<file path="src/rtl/systolic_skew_feeder_if.sv">
// Handshake and edge-bus bundle for systolic_skew_feeder.
// bubble_cnt exists only when FEEDER_BUBBLE_CNT_EN is defined.
interface systolic_skew_feeder_if #(
    parameter int N  = 4,
    parameter int DW = 16
);
    logic          in_valid;
    logic          in_ready;
    logic          in_last;
    logic [N*DW-1:0] a_vec;
    logic [N*DW-1:0] b_vec;
    logic [N*DW-1:0] a_edge;
    logic [N*DW-1:0] b_edge;
    logic [N-1:0]    edge_vld;
    logic          busy;
    logic          done;
`ifdef FEEDER_BUBBLE_CNT_EN
    logic [15:0]   bubble_cnt;
`endif

    modport master (
        output in_valid,
        output in_last,
        output a_vec,
        output b_vec,
        input  in_ready,
        input  a_edge,
        input  b_edge,
        input  edge_vld,
        input  busy,
        input  done
`ifdef FEEDER_BUBBLE_CNT_EN
        , input bubble_cnt
`endif
    );

    modport slave (
        input  in_valid,
        input  in_last,
        input  a_vec,
        input  b_vec,
        output in_ready,
        output a_edge,
        output b_edge,
        output edge_vld,
        output busy,
        output done
`ifdef FEEDER_BUBBLE_CNT_EN
        , output bubble_cnt
`endif
    );
endinterface

</file>
<file path="src/rtl/systolic_skew_feeder.sv">
// Triangular-skew operand feeder for an NxN systolic MAC array.
// Optional stall counter enabled by FEEDER_BUBBLE_CNT_EN.
module systolic_skew_feeder #(
    parameter int N  = 4,
    parameter int DW = 16,
    parameter int CW = 2 + $clog2(2 * N)
) (
    input  logic clk,
    input  logic rst_n,
    systolic_skew_feeder_if.slave bus
);

    typedef enum logic [1:0] {
        IDLE,
        STREAM,
        FLUSH,
        DONE
    } state_t;

    localparam logic [CW-1:0] FLUSH_LAST = CW'(2 * N - 1);

    state_t        r_state;
    state_t        w_state_nxt;
    logic [CW-1:0] r_flush_cnt;
    logic [CW-1:0] w_flush_cnt_nxt;
    logic          r_in_ready;
    logic          w_accept;

    assign w_accept = bus.in_valid & r_in_ready;

    always_comb begin
        w_state_nxt     = r_state;
        w_flush_cnt_nxt = '0;
        case (r_state)
            IDLE: begin
                if (w_accept) begin
                    w_state_nxt = bus.in_last ? FLUSH : STREAM;
                end
            end
            STREAM: begin
                if (w_accept && bus.in_last) begin
                    w_state_nxt = FLUSH;
                end
            end
            FLUSH: begin
                if (r_flush_cnt == FLUSH_LAST) begin
                    w_state_nxt = DONE;
                end else begin
                    w_flush_cnt_nxt = r_flush_cnt + 1'b1;
                end
            end
            DONE: begin
                w_state_nxt = IDLE;
            end
            default: begin
                w_state_nxt = IDLE;
            end
        endcase
    end

    // in_ready is registered from the next state so it stays low throughout reset
    always_ff @(posedge clk or negedge rst_n) begin
        if (!rst_n) begin
            r_state     <= IDLE;
            r_flush_cnt <= '0;
            r_in_ready  <= 1'b0;
        end else begin
            r_state     <= w_state_nxt;
            r_flush_cnt <= w_flush_cnt_nxt;
            r_in_ready  <= (w_state_nxt == IDLE) || (w_state_nxt == STREAM);
        end
    end

    assign bus.in_ready = r_in_ready;
    assign bus.busy     = (r_state != IDLE);
    assign bus.done     = (r_state == DONE);

    for (genvar i = 0; i < N; i++) begin : g_lane
        localparam int unsigned D = i;

        logic [DW-1:0] r_a [0:i];
        logic [DW-1:0] r_b [0:i];
        logic          r_v [0:i];

        always_ff @(posedge clk or negedge rst_n) begin
            if (!rst_n) begin
                for (int unsigned k = 0; k <= D; k++) begin
                    r_a[k] <= '0;
                    r_b[k] <= '0;
                    r_v[k] <= 1'b0;
                end
            end else begin
                r_a[0] <= w_accept ? bus.a_vec[i*DW +: DW] : '0;
                r_b[0] <= w_accept ? bus.b_vec[i*DW +: DW] : '0;
                r_v[0] <= w_accept;
                for (int unsigned k = 1; k <= D; k++) begin
                    r_a[k] <= r_a[k-1];
                    r_b[k] <= r_b[k-1];
                    r_v[k] <= r_v[k-1];
                end
            end
        end

        assign bus.a_edge[i*DW +: DW] = r_a[i];
        assign bus.b_edge[i*DW +: DW] = r_b[i];
        assign bus.edge_vld[i]        = r_v[i];
    end

`ifdef FEEDER_BUBBLE_CNT_EN
    logic [15:0] r_bubble_cnt;

    always_ff @(posedge clk or negedge rst_n) begin
        if (!rst_n) begin
            r_bubble_cnt <= '0;
        end else if (r_state == IDLE && w_accept) begin
            r_bubble_cnt <= '0;
        end else if (r_state == STREAM && !bus.in_valid && r_bubble_cnt != '1) begin
            r_bubble_cnt <= r_bubble_cnt + 1'b1;
        end
    end

    assign bus.bubble_cnt = r_bubble_cnt;
`endif

endmodule
</file>
<file path="src/flat_wrapper.sv">
// flat-port wrapper written by rule: the top's interface ports become plain ports
module systolic_skew_feeder_flat 
#(
    parameter int N  = 4,
    parameter int DW = 16,
    parameter int CW = 2 + $clog2(2 * N)
)
  (clk, rst_n, bus_in_valid, bus_in_last, bus_a_vec, bus_b_vec, bus_in_ready, bus_a_edge, bus_b_edge, bus_edge_vld, bus_busy, bus_done);
  systolic_skew_feeder_if #(.N(N), .DW(DW)) bus_i ();
  input  logic clk;
  input  logic rst_n;
  input wire logic [$bits(bus_i.in_valid)-1:0] bus_in_valid;
  input wire logic [$bits(bus_i.in_last)-1:0] bus_in_last;
  input wire logic [$bits(bus_i.a_vec)-1:0] bus_a_vec;
  input wire logic [$bits(bus_i.b_vec)-1:0] bus_b_vec;
  output wire logic [$bits(bus_i.in_ready)-1:0] bus_in_ready;
  output wire logic [$bits(bus_i.a_edge)-1:0] bus_a_edge;
  output wire logic [$bits(bus_i.b_edge)-1:0] bus_b_edge;
  output wire logic [$bits(bus_i.edge_vld)-1:0] bus_edge_vld;
  output wire logic [$bits(bus_i.busy)-1:0] bus_busy;
  output wire logic [$bits(bus_i.done)-1:0] bus_done;
  assign bus_i.in_valid = bus_in_valid;
  assign bus_i.in_last = bus_in_last;
  assign bus_i.a_vec = bus_a_vec;
  assign bus_i.b_vec = bus_b_vec;
  assign bus_in_ready = bus_i.in_ready;
  assign bus_a_edge = bus_i.a_edge;
  assign bus_b_edge = bus_i.b_edge;
  assign bus_edge_vld = bus_i.edge_vld;
  assign bus_busy = bus_i.busy;
  assign bus_done = bus_i.done;
  systolic_skew_feeder #(.N(N), .DW(DW), .CW(CW)) u_core (.clk(clk), .rst_n(rst_n), .bus(bus_i));
endmodule
</file>
<file path="config.mk">
export PLATFORM = sky130hd
export DESIGN_NAME = systolic_skew_feeder_flat
export DESIGN_NICKNAME = d
export VERILOG_FILES = /design/src/rtl/systolic_skew_feeder_if.sv /design/src/rtl/systolic_skew_feeder.sv /design/src/flat_wrapper.sv
export SDC_FILE = /design/constraint.sdc
export NUM_CORES = 1
export LEC_CHECK = 0
export ABC_AREA = 1
export CELL_PAD_IN_SITES_DETAIL_PLACEMENT = 1
export CELL_PAD_IN_SITES_GLOBAL_PLACEMENT = 1
export CORE_MARGIN = 4
export CORE_UTILIZATION = 39
export CTS_CLUSTER_SIZE = 12
export DETAILED_ROUTE_END_ITERATION = 6
export PLACE_DENSITY_LB_ADDON = 0.1
export REMOVE_ABC_BUFFERS = 1
export SLEW_MARGIN = 20
export SYNTH_ARGS = -nofsm -noshare
export SYNTH_HDL_FRONTEND = slang
export SYNTH_SLANG_ARGS = --single-unit
</file>
<file path="constraint.sdc">
create_clock -name clk -period 1.1 [get_ports clk]
set_input_delay 0.22 -clock clk [delete_from_list [all_inputs] [get_ports clk]]
set_output_delay 0.22 -clock clk [all_outputs]
set_load 0.005 [all_outputs]
</file>
==> impl_metrics.sql <==
INSERT INTO impl_metrics (metric_group, metric, value, unit) VALUES
('timing', 'maxSlewViolCount', '0', ''),
('critical_path', 'timing.critical_path.from_type', 'register', ''),
('critical_path', 'worstPathRequired', '0.88', 'ns'),
('timing', 'worstMarginPinSlew', '0.4000', 'ns'),
('power_and_ir_drop', 'cellInternalPower', '0.02320', 'W'),
('die', 'ioPinCount', '267', ''),
('power_and_ir_drop', 'power.density_cell_area', '2204', 'mW/mm²'),
('critical_path', 'largest_fanout_on_the_critical_path', '2', ''),
('routing', 'wl_per_cell', '16.44', 'µm'),
('yosys', 'post_synth_edffs', '0', ''),
('run_status', 'run_status', 'finished with violations', ''),
('power_and_ir_drop', 'share_seq_of_total_power', '0.483', ''),
('clock_tree', 'tritoncts_clock_tree', 'done', ''),
('die', 'placementRows', '59', ''),
('timing', 'hold_viol_final', '0', ''),
('critical_path', 'timing.critical_path.to_type', 'output pin', ''),
('routing', 'detailroute.via_count', '5448', ''),
('die', 'die_height', '170.5', 'µm'),
('timing', 'setup-violations-final', '154', ''),
('yosys', 'synth_top_area_cell', 'dfrtp_1', ''),
('yosys', 'combinational_family_with_the_most_area_after_synthesis', 'buffers and inverters', ''),
('yosys', 'yosys.area_share.xor_xnor', '0', ''),
('clock_tree', 'clock_tree.root_cell', 'clkbuf_16', ''),
('grt', 'via_count_of_the_first_global_routing_pass', '6309', ''),
('placement', 'post-dp-hpwl', '14430', 'µm'),
('timing', 'max_slew_margin', '0.7325', ''),
('yosys', 'yosys_register_bits', '332', ''),
('die', 'dieArea', '0.02908', 'mm²'),
('timing', 'final.period_utilization', '1.318', ''),
('critical_path', 'worstSetupPathType', 'reg2out', ''),
('timing', 'final.setup_skew', '0.01040', 'ns'),
('yosys', 'synth-compound-area-share', '0.0009716', ''),
('yosys', 'simple_gate_fraction_of_synth_area', '0.05732', ''),
('routing', 'drt_first_iter_violations', '213', ''),
('worst_hold_path', 'hold_class', 'in2async', ''),
('timing', 'rsz0062_at_grt', 'true', ''),
('clock_tree', 'htree_num_levels', '2', ''),
('die', 'initial_core_util', '0.3954', ''),
('critical_path', 'reg2reg_slack', '-0.03', 'ns'),
('final_layout', 'finalNetCount', '1108', ''),
('timing', 'finalWorstSetupSlack', '-0.3500', 'ns'),
('yosys', 'synthesis.area', '0.01030', 'mm²'),
('yosys', 'post-synth-top-area-fraction', '0.8064', ''),
('clock_tree', 'clkTransAtPathRegs', '0.06', 'ns'),
('power_and_ir_drop', 'p_total', '0.03047', 'W'),
('critical_path', 'regToRegStartpoint', 'u_core.bus.in_ready', ''),
('yosys', 'ys_seq_area_frac', '0.8064', ''),
('power_and_ir_drop', 'power_switching', '0.007261', 'W'),
('die', 'placeableCoreArea', '0.02606', 'mm²'),
('critical_path', 'critical_path.reg2reg.endpoint', 'u_core.g_lane[0].r_b[10]', ''),
('placement', 'portBuffers', '266', ''),
('grt', 'grt_overflow_total', '0', ''),
('power_and_ir_drop', 'power.leakage', '7.656', 'nW'),
('yosys', 'synth.yosys.warnings', '0', ''),
('yosys', 'synth_mux_area_frac', '0', ''),
('placement', 'placedInstanceArea', '0.01288', 'mm²'),
('final_layout', 'area.growth.synth_to_final', '34.15', '%'),
('yosys', 'synthMostInstantiatedCell', 'dfrtp_1', ''),
('yosys', 'syn-instance-count', '738', ''),
('power_and_ir_drop', 'max_vdd_drop', '1.232', 'mV'),
('final_layout', 'final_core_utilization', '0.5304', ''),
('timing', 'fmax', '689.7', 'MHz'),
('clock_tree', 'worstSkewPairLatency', '0.50', 'ns'),
('run_status', 'failed_checks', 'setup timing', ''),
('clock_tree', 'num_cts_buffers', '36', ''),
('timing', 'finalWorstPathRequiredPeriod', '1.450', 'ns'),
('yosys', 'post_synth_fa_ha_maj_area_fraction', '0.001214', ''),
('die', 'chipWidth', '170.5', 'µm'),
('yosys', 'ys_top_cells_by_count', 'dfrtp_1, inv_1, nor2_1', ''),
('grt', 'grt.total_usage', '0.1501', ''),
('routing', 'first_pass_iters', '3', '');
## critical path, stage by stage (launching register included)
cell,delay [ns]
dfrtp_1,0.41
buf_6,0.14
nand2_4,0.05
inv_2,0.04
buf_6,0.10
## stage by stage
stage               std cells  worst slack (ns)  hold WS [ns]  setup TNS [ns]
global route             1332           -0.3926        0.1185          -22.12
global placement         1252           -0.2046       0.04695          -24.32
finish                   1333           -0.3500        0.1280          -14.54
floorplan                 627            -1.750      -0.07559         -208.03
CTS                      1326           -0.3676        0.1106          -18.59
detailed placement       1252           -0.2568       0.04992          -28.87
## placed cells by master, fill, tap and decap left out, drive strengths merged, types with 4 or more instances in the layout
cell / count
nor2: 136
clkinv: 4
inv: 138
clkbuf: 56
clkdlybuf4s50: 130
dfrtp: 332
nand3: 5
buf: 176
nand2: 14
## power by group through the flow
stage | sequential [W] | combinational (W) | clock, W
2_1_floorplan | 0.0145 | 0.000847 | 0
3_5_place_dp | 0.0150 | 0.00418 | 0
6_report | 0.0147 | 0.00439 | 0.0114
3_3_place_gp | 0.0148 | 0.00406 | 0
4_1_cts | 0.0147 | 0.00419 | 0.0118
5_1_grt | 0.0149 | 0.00486 | 0.0123
## per-layer routing
metal / vias to the layer above / routed length, µm / GRT usage
met5: - / 7 / 0
met4: 2 / 305 / 0.03889
met3: 27 / 2118 / 0.06192
met2: 193 / 11180 / 0.2565
met1: 2735 / 8304 / 0.1771
li1: 2491 / - / -
## flip-flops by register name, indices dropped and copies added, names as in the netlist
register,cells
u_core.r_flush_cnt,5
u_core.bus.in_ready,1
u_core.g_lane.r_b,112
u_core.g_lane.r_v,1
u_core.r_state,2
u_core.g_lane.r_a,112
u_core.bus.b_edge,48
u_core.bus.edge_vld,3
u_core.bus.a_edge,48
## kinds of logic after synthesis
kind of cell | Yosys count
flops | 332
simple gates | 155
buf+inv | 248
fa+ha+maj | 1
compound gates | 2
## area by class of cell
type | instances | area, µm²
Clock buffer | 54 | 1051
Timing Repair Buffer | 309 | 2720
Tap cell | 335 | 419.2
Multi-Input combinational cell | 159 | 735.7
Antenna cell | 1 | 2.502
Fill cell | 2601 | 12240
Clock inverter | 6 | 70.07
Inverter | 137 | 514.2
Sequential cell | 332 | 8308
## timing repair
item                       in CTS  in global routing
hold buffers                    1                  0
gates resized for setup       559                 42
hold endpoints to repair      320                  0
buffers inserted                9                  7
pin swaps                       2                  0
setup endpoints to repair     213                202
cloned                          5                  2
## how the worst max path moves through the flow
stage	from	endpoint	slack, ns
floorplan	u_core.bus.in_ready	u_core.r_state[0]	-1.75
global placement	bus_in_valid	u_core.g_lane[2].r_a[41]	-0.20
detailed placement	bus_in_valid	u_core.g_lane[3].r_b[50]	-0.26
CTS	u_core.r_state[0]	bus_done	-0.37
global route	u_core.r_state[0]	bus_done	-0.39
finish	u_core.r_state[0]	bus_done	-0.35
(Power assumes the default switching activity.)
